===== src/rtl/ate_bin_packer.sv =====
// ate_bin_packer
// Packs the binarised pixel stream of the adaptive threshold engine into
// bytes, MSB first. Each byte is tagged with its frame-relative byte address
// and with the threshold seen alongside its 8th bin, then held in a small
// FIFO. The FIFO drains to the result-memory writer over valid/ready.
//
// Ports:
//   clk, CAL_reset        clock, asynchronous active-low reset
//   in_valid, sof, bin    pixel stream (sof is meaningful only with in_valid)
//   threshold[7:0]        engine threshold for the current pixel
//   out_valid, out_ready  FIFO head handshake
//   out_data[7:0]         packed byte, first pixel in bit 7
//   out_addr[ADDR_W-1:0]  byte index within the frame
//   out_thr[7:0]          threshold sampled with the byte's 8th bin
//   frame_done            one-cycle pulse after the last byte of a frame
//   overflow, sync_err    sticky error flags, cleared only by reset
module ate_bin_packer #(
    parameter int IMG_W      = 32,
    parameter int IMG_H      = 32,
    parameter int FIFO_DEPTH = 4,
    parameter int ADDR_W     = 7
) (
    input  logic              clk,
    input  logic              CAL_reset,
    input  logic              in_valid,
    input  logic              sof,
    input  logic              bin,
    input  logic [7:0]        threshold,
    output logic              out_valid,
    input  logic              out_ready,
    output logic [7:0]        out_data,
    output logic [ADDR_W-1:0] out_addr,
    output logic [7:0]        out_thr,
    output logic              frame_done,
    output logic              overflow,
    output logic              sync_err
);

    localparam int PTR_W = (FIFO_DEPTH > 1) ? $clog2(FIFO_DEPTH) : 1;
    localparam logic [ADDR_W-1:0] LAST_ADDR = ADDR_W'(IMG_W * IMG_H / 8 - 1);
    localparam logic [PTR_W:0]    FULL_CNT  = (PTR_W + 1)'(FIFO_DEPTH);

    typedef enum logic [1:0] {
        WAIT_SOF = 2'd0,
        PACK     = 2'd1
    } state_t;

    state_t              r_state;
    logic [2:0]          r_cnt;
    logic [7:0]          r_shift;
    logic [ADDR_W-1:0]   r_addr;
    logic [PTR_W-1:0]    r_wptr;
    logic [PTR_W-1:0]    r_rptr;
    logic [PTR_W:0]      r_count;
    logic                r_frame_done;
    logic                r_overflow;
    logic                r_sync_err;
    logic [7:0]          r_mem_data [FIFO_DEPTH];
    logic [ADDR_W-1:0]   r_mem_addr [FIFO_DEPTH];
    logic [7:0]          r_mem_thr  [FIFO_DEPTH];

    logic                w_restart;
    logic                w_accept;
    logic [7:0]          w_byte;
    logic                w_push;
    logic                w_pop;
    logic                w_full;
    logic                w_wr_en;
    logic                w_drop;
    logic                w_last;
    logic                w_resync_bad;

    // Accept / push / pop decisions for the current edge.
    always_comb begin
        w_restart    = in_valid & sof;
        w_accept     = 1'b0;
        case (r_state)
            WAIT_SOF: w_accept = w_restart;
            PACK:     w_accept = in_valid;
            default:  w_accept = 1'b0;
        endcase
        w_byte       = {r_shift[6:0], bin};
        // A sof always starts a new byte, so it can never complete one.
        w_push       = w_accept & ~w_restart & (r_cnt == 3'd7);
        w_pop        = (r_count != {(PTR_W + 1){1'b0}}) & out_ready;
        w_full       = (r_count == FULL_CNT);
        w_wr_en      = w_push & (~w_full | w_pop);
        w_drop       = w_push & w_full & ~w_pop;
        w_last       = (r_addr == LAST_ADDR);
        // Resync is clean only on a byte boundary at byte address 0.
        w_resync_bad = (r_state == PACK) &
                       ((r_cnt != 3'd0) | (r_addr != {ADDR_W{1'b0}}));
    end

    // Packer FSM, byte addressing, FIFO storage and sticky flags.
    always_ff @(posedge clk or negedge CAL_reset) begin
        if (!CAL_reset) begin
            r_state      <= WAIT_SOF;
            r_cnt        <= 3'd0;
            r_shift      <= 8'h00;
            r_addr       <= {ADDR_W{1'b0}};
            r_wptr       <= {PTR_W{1'b0}};
            r_rptr       <= {PTR_W{1'b0}};
            r_count      <= {(PTR_W + 1){1'b0}};
            r_frame_done <= 1'b0;
            r_overflow   <= 1'b0;
            r_sync_err   <= 1'b0;
            for (int i = 0; i < FIFO_DEPTH; i++) begin
                r_mem_data[i] <= 8'h00;
                r_mem_addr[i] <= {ADDR_W{1'b0}};
                r_mem_thr[i]  <= 8'h00;
            end
        end else begin
            if (w_accept) begin
                if (w_restart) begin
                    // Any partial byte is dropped; this bin becomes bit 7 of byte 0.
                    r_state <= PACK;
                    r_shift <= {7'b0000000, bin};
                    r_cnt   <= 3'd1;
                    r_addr  <= {ADDR_W{1'b0}};
                    if (w_resync_bad) begin
                        r_sync_err <= 1'b1;
                    end else begin
                        r_sync_err <= r_sync_err;
                    end
                end else begin
                    r_shift <= w_byte;
                    r_cnt   <= r_cnt + 3'd1;
                    // Address advances even when the byte is dropped on overflow.
                    if (r_cnt == 3'd7) begin
                        r_addr <= w_last ? {ADDR_W{1'b0}} : r_addr + ADDR_W'(1);
                    end else begin
                        r_addr <= r_addr;
                    end
                end
            end else begin
                r_state <= r_state;
            end

            r_frame_done <= w_push & w_last;

            if (w_drop) begin
                r_overflow <= 1'b1;
            end else begin
                r_overflow <= r_overflow;
            end

            if (w_wr_en) begin
                r_mem_data[r_wptr] <= w_byte;
                r_mem_addr[r_wptr] <= r_addr;
                r_mem_thr[r_wptr]  <= threshold;
                r_wptr             <= r_wptr + PTR_W'(1);
            end else begin
                r_wptr <= r_wptr;
            end

            if (w_pop) begin
                r_rptr <= r_rptr + PTR_W'(1);
            end else begin
                r_rptr <= r_rptr;
            end

            r_count <= r_count + {{PTR_W{1'b0}}, w_wr_en} - {{PTR_W{1'b0}}, w_pop};
        end
    end

    assign out_valid  = (r_count != {(PTR_W + 1){1'b0}});
    assign out_data   = r_mem_data[r_rptr];
    assign out_addr   = r_mem_addr[r_rptr];
    assign out_thr    = r_mem_thr[r_rptr];
    assign frame_done = r_frame_done;
    assign overflow   = r_overflow;
    assign sync_err   = r_sync_err;

endmodule


===== config.mk =====
export PLATFORM = sky130hd
export DESIGN_NAME = ate_bin_packer
export DESIGN_NICKNAME = d
export VERILOG_FILES = /design/src/rtl/ate_bin_packer.sv
export SDC_FILE = /design/constraint.sdc
export NUM_CORES = 1
export LEC_CHECK = 0
export ABC_AREA = 1
export BUFFER_PORTS_ARGS = -buffer_cell sky130_fd_sc_hd__buf_2
export CAP_MARGIN = 40
export CORE_MARGIN = 8
export CORE_UTILIZATION = 50
export CTS_CLUSTER_DIAMETER = 100
export DETAILED_ROUTE_END_ITERATION = 6
export PLACE_DENSITY = 0.68
export SYNTH_ARGS = -nofsm -noshare
export SYNTH_HDL_FRONTEND = slang
export SYNTH_SLANG_ARGS = --single-unit

===== constraint.sdc =====
create_clock -name clk -period 5.3 [get_ports clk]
set_input_delay 0 -clock clk [delete_from_list [all_inputs] [get_ports clk]]
set_output_delay 0 -clock clk [all_outputs]
set_load 0.1 [all_outputs]

# After elaboration in Yosys (flattened, before gate mapping)
# Cells that the tools add are included.
[totals]
regBits = 120
elab_cells = 81
out_inout_bits = 27
[classes]
n_eq_ne = 3
n_lt_le_gt_ge = 3
n_mux = 22
bitwise = 16
n_addsub = 6
reduce_logical = 9
[ops]
columns = ["op", "n"]
rows = [
  ["bitwise mux 32 bit", 2],
  ["2-to-1 mux 7 bit", 7],
  ["2-to-1 mux 8 bit", 5],
  ["binary-select mux 8 bit (select 2 bit)", 2],
  ["bitwise mux 28 bit", 1],
  ["demux 8 bit (select 2 bit)", 1],
  ["binary-select mux 7 bit (select 2 bit)", 1],
  ["demux 7 bit (select 2 bit)", 1],
  ["bitwise AND 1 bit", 9],
  ["adder 7 x 1 -> 7 bit (second input constant)", 1],
  ["equality test 7 bit (second input constant)", 1],
  ["nonzero test 7 bit", 1],
  ["equality test 3 bit (second input constant)", 2],
  [">= comparator 3 bit (second input constant)", 2],
  ["inverter 2 -> 3 bit", 2],
  ["nonzero test 3 bit", 2],
  ["adder 2 x 1 -> 2 bit (second input constant)", 2],
  ["AND reduction 2 bit", 2],
  ["adder 3 x 1 -> 3 bit", 1],
  ["adder 3 x 1 -> 3 bit (second input constant)", 1],
  ["< comparator 3 x 1 -> 1 bit (second input constant)", 1],
  ["2-to-1 mux 3 bit", 1],
  ["inverter 1 bit", 3],
  ["AND reduction 3 bit", 1],
  ["6 further kinds", 7],
]

# Logic depth before layout (Yosys ltp)
[logic_depth]
depth_word = 7
depth_mapped = 12
depth_no_buf = 11

# Least setup slack after synthesis
# OpenSTA, ideal clock, no wires.
[synth_path]
path_type = "register to output"
from = "register r_rptr[0]"
to = "output port out_data[0]"
arrival_time_ns = 2.364
path_stages_with_launch = 5
path_buffers = 2
setup_slack_ns = 2.936
required_ns = 5.300
cell_sequence = "dfrtp_1 clkbuf_1 buf_2 nor2_1 o22ai_1"
[synth_via]
elab_chain_len = 4
[synth_lines]
columns = ["element", "line", "source"]
rows = [
  ["start: declaration", "53", "logic [PTR_W-1:0] r_rptr;"],
  ["start signal: assignment", "103", "r_rptr <= {PTR_W{1'b0}};"],
  ["start signal: assignment", "158", "r_rptr <= r_rptr + PTR_W'(1);"],
  ["start signal: assignment", "160", "r_rptr <= r_rptr;"],
  ["inverter 2 -> 3 bit (not written as such)", "168", "assign out_data = r_mem_data[r_rptr];"],
  ["binary-select mux 8 bit (select 2 bit)", "168", ""],
  ["2-to-1 mux 8 bit (not written as such) (2 in series)", "168", ""],
  ["end: declaration", "31", "output logic [7:0] out_data,"],
]
# Every way passes these cells. The select of a mux whose other input is x is not followed.

# Worst setup path in the final report
[layout_path]
from = "register r_cnt[0]"
to = "register r_count[2]"
[layout_via]
elab_chain_len = 5
[layout_lines]
columns = ["element", "line", "source"]
rows = [
  ["start: declaration", "49", "logic [2:0] r_cnt;"],
  ["start signal: assignment", "128", "r_cnt <= r_cnt + 3'd1;"],
  ["equality test 3 bit", "84", "w_push = w_accept & ~w_restart & (r_cnt == 3'd7);"],
  ["bitwise AND 1 bit", "84", ""],
  ["bitwise AND 1 bit", "87", "w_wr_en = w_push & (~w_full | w_pop);"],
  ["adder 3 x 1 -> 3 bit", "163", "r_count <= r_count + {{PTR_W{1'b0}}, w_wr_en} - {{PTR_W{1'b0}}, w_pop};"],
  ["subtractor 3 x 1 -> 3 bit", "163", ""],
  ["end signal: assignment", "104", "r_count <= {(PTR_W + 1){1'b0}};"],
  ["end signal: assignment", "163", ""],
  ["end: declaration", "54", "logic [PTR_W:0] r_count;"],
]
# Every way passes these cells.
# A chain may end at the register's enable or synchronous reset.

==> flow_metrics.tcl <==
set metrics [dict create \
    status "completed" \
    grt_overflow 0 \
    rsz0062_at_grt "no" \
    p_sw_share_pct 48.6 \
    arrival_ps 3230 \
    tightest_slew_ps 871 \
    netlist_instances 700 \
    nNetsFinal 757 \
    htreeDepth 4 \
    wl_per_cell_um 17.4 \
    cp_top_family "adder cells" \
    finalSetupViolations 0 \
    clk-insertion-delay-late_ps 420 \
    post-route-util_pct 60.1 \
    post-route-period-util_pct 55.3 \
    worstSetupStartpoint "r_cnt[0]$_DFFE_PN0N_" \
    yosysTopAreaCell "dfrtp_1" \
    drive_above_1_share_pct 12.2 \
    netlist_top_cells_area "dfrtp_1 (52%), nand2_1 (14%), nand4_1 (10%), o21ai_0 (4.9%), nor2_1 (3.6%)" \
    cts_tree "done" \
    grt_pass1_wl_um 25900 \
    crit_top_cell "ha_1" \
    final_antenna_net_count 0 \
    gp_congestion 0.841 \
    fin_hold_ws_ps 55.0 \
    fmax_mhz 341 \
    hold_viol_final 0 \
    antenna_found_initial 0 \
    dp_hpwl_um 9110 \
    p_seq_share_pct 26.4 \
    max-clock-path-buffers 2 \
    clkSlewWorstSetupHoldPaths_ps 60 \
    register_area_um2 3000 \
    grt_max_degree 68 \
    syn_area_per_cell_um2 8.28 \
    stdcell_area_um2 6840 \
    timing.rr.start "r_cnt[0]$_DFFE_PN0N_" \
    fin_ws_ps 2370 \
    p_switching_uw 1980 \
    synth_cell_type_count 25 \
    postPlaceCellArea_um2 6090 \
    end_kind "register" \
    cts_resized 0 \
    die_w_um 124 \
    comb_power_share_pct 44.2 \
    crit_fanout 35 \
    cp.required_ps 5600 \
    io_buffers 40 \
    die_h_um 124 \
    ys_seq_area_share_pct 51.8 \
    start_util_pct 51.0 \
    power_leakage_uw 0.00351 \
    ys_ff_latch 120 \
    yosysWarnings 0 \
    fillers 983 \
    n_antenna_cell 0 \
    dr.first_iter.drc_count 742 \
    startpoint_type "register" \
    place_ws_ps 2390 \
    core_area_um2 11400 \
    pin_count 41 \
    firstDrtPassIters 6 \
    syn_to_final_growth_pct 18.0 \
    multiInputGateArea_um2 2440 \
    row_count 39 \
    min_from "out_ready" \
    min_period_ps 2930 \
    num_vias 5184 \
    synth.top_cell.area_share_pct 51.8 \
    viasPerCell 5.84 \
    grt_pass1_vias 5164 \
    crit_slowest_cell "nor2_4" \
    dieArea_um2 15300 \
    max_stage_delay_ps 620 \
    drv_cap 0 \
    wirelength_um 15400 \
    synth_fp_nets 726 \
    grt_usage_pct 21.5 \
    p_int_uw 2090 \
    drc 0 \
    netlist_area_um2 5790 \
    ctsRootBufferMaster "clkbuf_16" \
    drv_slew 0 \
    relSlewSlack_pct 41.9 \
    critPathBufInv 3 \
    finalSetupTns_ps 0 \
    numCtsBuffers 17 \
    pwr-share-clk_pct 29.4 \
    path_cells "ha_1 > ha_1 > inv_1 > nor2_4 > nand2_1 > ha_1 > inv_1 > ha_1 > inv_1 > fa_1 > xnor2_1" \
    crit_type "reg -> reg" \
    worst_clock_skew_ps 7.50 \
    clock_sinks 120 \
    peakVddDrop_mv 0.756 \
    p_per_area_nw_per_um2 596 \
    min_path_type "in -> reg" \
]
stage by stage:
step                      power [µW]  cells
after global routing            4250    887
after floorplan                 2530    700
after CTS                       4090    887
final                           4080    887
after global placement          2850    839
after detailed placement        2880    842
path summary, 6_finish.rpt:
check | endpoint | depth (start not counted) | slack (ps)
max | r_count[2]$_DFF_PN0_ | 11 | 2370
min | r_rptr[1]$_DFFE_PN0P_ | 5 | 50
max reg2reg | r_count[2]$_DFF_PN0_ | 11 | 2370
min reg2reg | r_mem_data[10]$_DFFE_PN0P_ | 2 | 460
max in group asynchronous | r_mem_data[6]$_DFFE_PN0P_ | 4 | 3990
min in group asynchronous | r_count[2]$_DFF_PN0_ | 2 | 100
cell type report:
class	instances	area share, %
multi-input cells	496	35.8
clock buffers	18	6.42
flip-flops and latches	120	43.9
clock inverters	14	2.64
repair buffers	68	7.10
well taps	143	2.62
inverters	28	1.54
metal layers:
metal / vias up / track usage, % / share of wire [%]
met5: - / 0 / 0
met4: 0 / 7.45 / 1.1
met3: 20 / 4.81 / 7.0
met2: 207 / 33.9 / 48
met1: 2510 / 28.8 / 44
li1: 2447 / - / -
cell families after synthesis:
group           share of synthesized area [%]
simple gates                             30.0
flops                                    51.8
compound gates                           8.55
buf+inv                                  6.11
fa+ha+maj                                2.72
xor+xnor                                0.756
power groups by stage:
stage	Combinational [µW]	Clock, µW	Sequential [µW]
after CTS	1810	1210	1070
after global routing	1910	1260	1080
final	1800	1200	1070
after global placement	1770	0	1080
after detailed placement	1790	0	1090
after floorplan	1470	0	1050
Yosys cell counts:
master      n
nor2_4      1
nor3_1      2
xor2_1      2
nand3_1    15
or2_2       1
buf_2      16
o21bai_1    2
buf_4       5
o21ai_1     1
fa_1        1
nor2_1     55
clkbuf_1   31
inv_1      27
o21ai_0    57
dfrtp_1   120
a21oi_1     3
clkinv_1    1
ha_1       11
nand4_1    93
xnor2_1     3
nand3_4     1
nand2_1   219
buf_1       4
nand3_2     1
o22ai_1    28
worst min-delay path: cells and delay by family:
family / cells / cell delay [ps]
buf+inv: 2 / 190
simple gates: 2 / 130
compound gates: 1 / 110
cell usage in the layout, fill, tap and decap left out, types with 2 or more instances in the layout:
cell           Yosys  final
nor2_1            55     55
nand3_4            1      2
buf_4              5     13
xnor2_1            3      3
clkinvlp_4         0      4
nand4_1           93     93
inv_1             27     27
dfrtp_1          120    120
clkbuf_16          0     17
nor3_1             2      2
a21oi_1            3      3
o21ai_0           57     57
nand2_1          219    219
dlygate4sd3_1      0     13
bufinv_16          0      4
nand3_1           15     15
ha_1              11     11
clkinv_2           0      6
xor2_1             2      2
o21bai_1           2      2
buf_2             16     39
o22ai_1           28     28
flip-flops by register name, summed over array words and instances (netlist names):
register / count
frame_done: 1
overflow: 1
r_addr: 7
r_cnt: 3
r_count: 3
r_mem_addr: 28
r_mem_data: 32
r_mem_thr: 32
r_rptr: 2
r_shift: 7
r_state: 1
r_wptr: 2
sync_err: 1
repair_timing:
| item | in CTS | in global routing |
|---|---|---|
| hold buffers | 13 | 0 |
| endpoints found under the hold margin | 115 | 0 |
| setup buffers | 0 | 0 |
No activity file was read; power rests on OpenSTA's default activity.
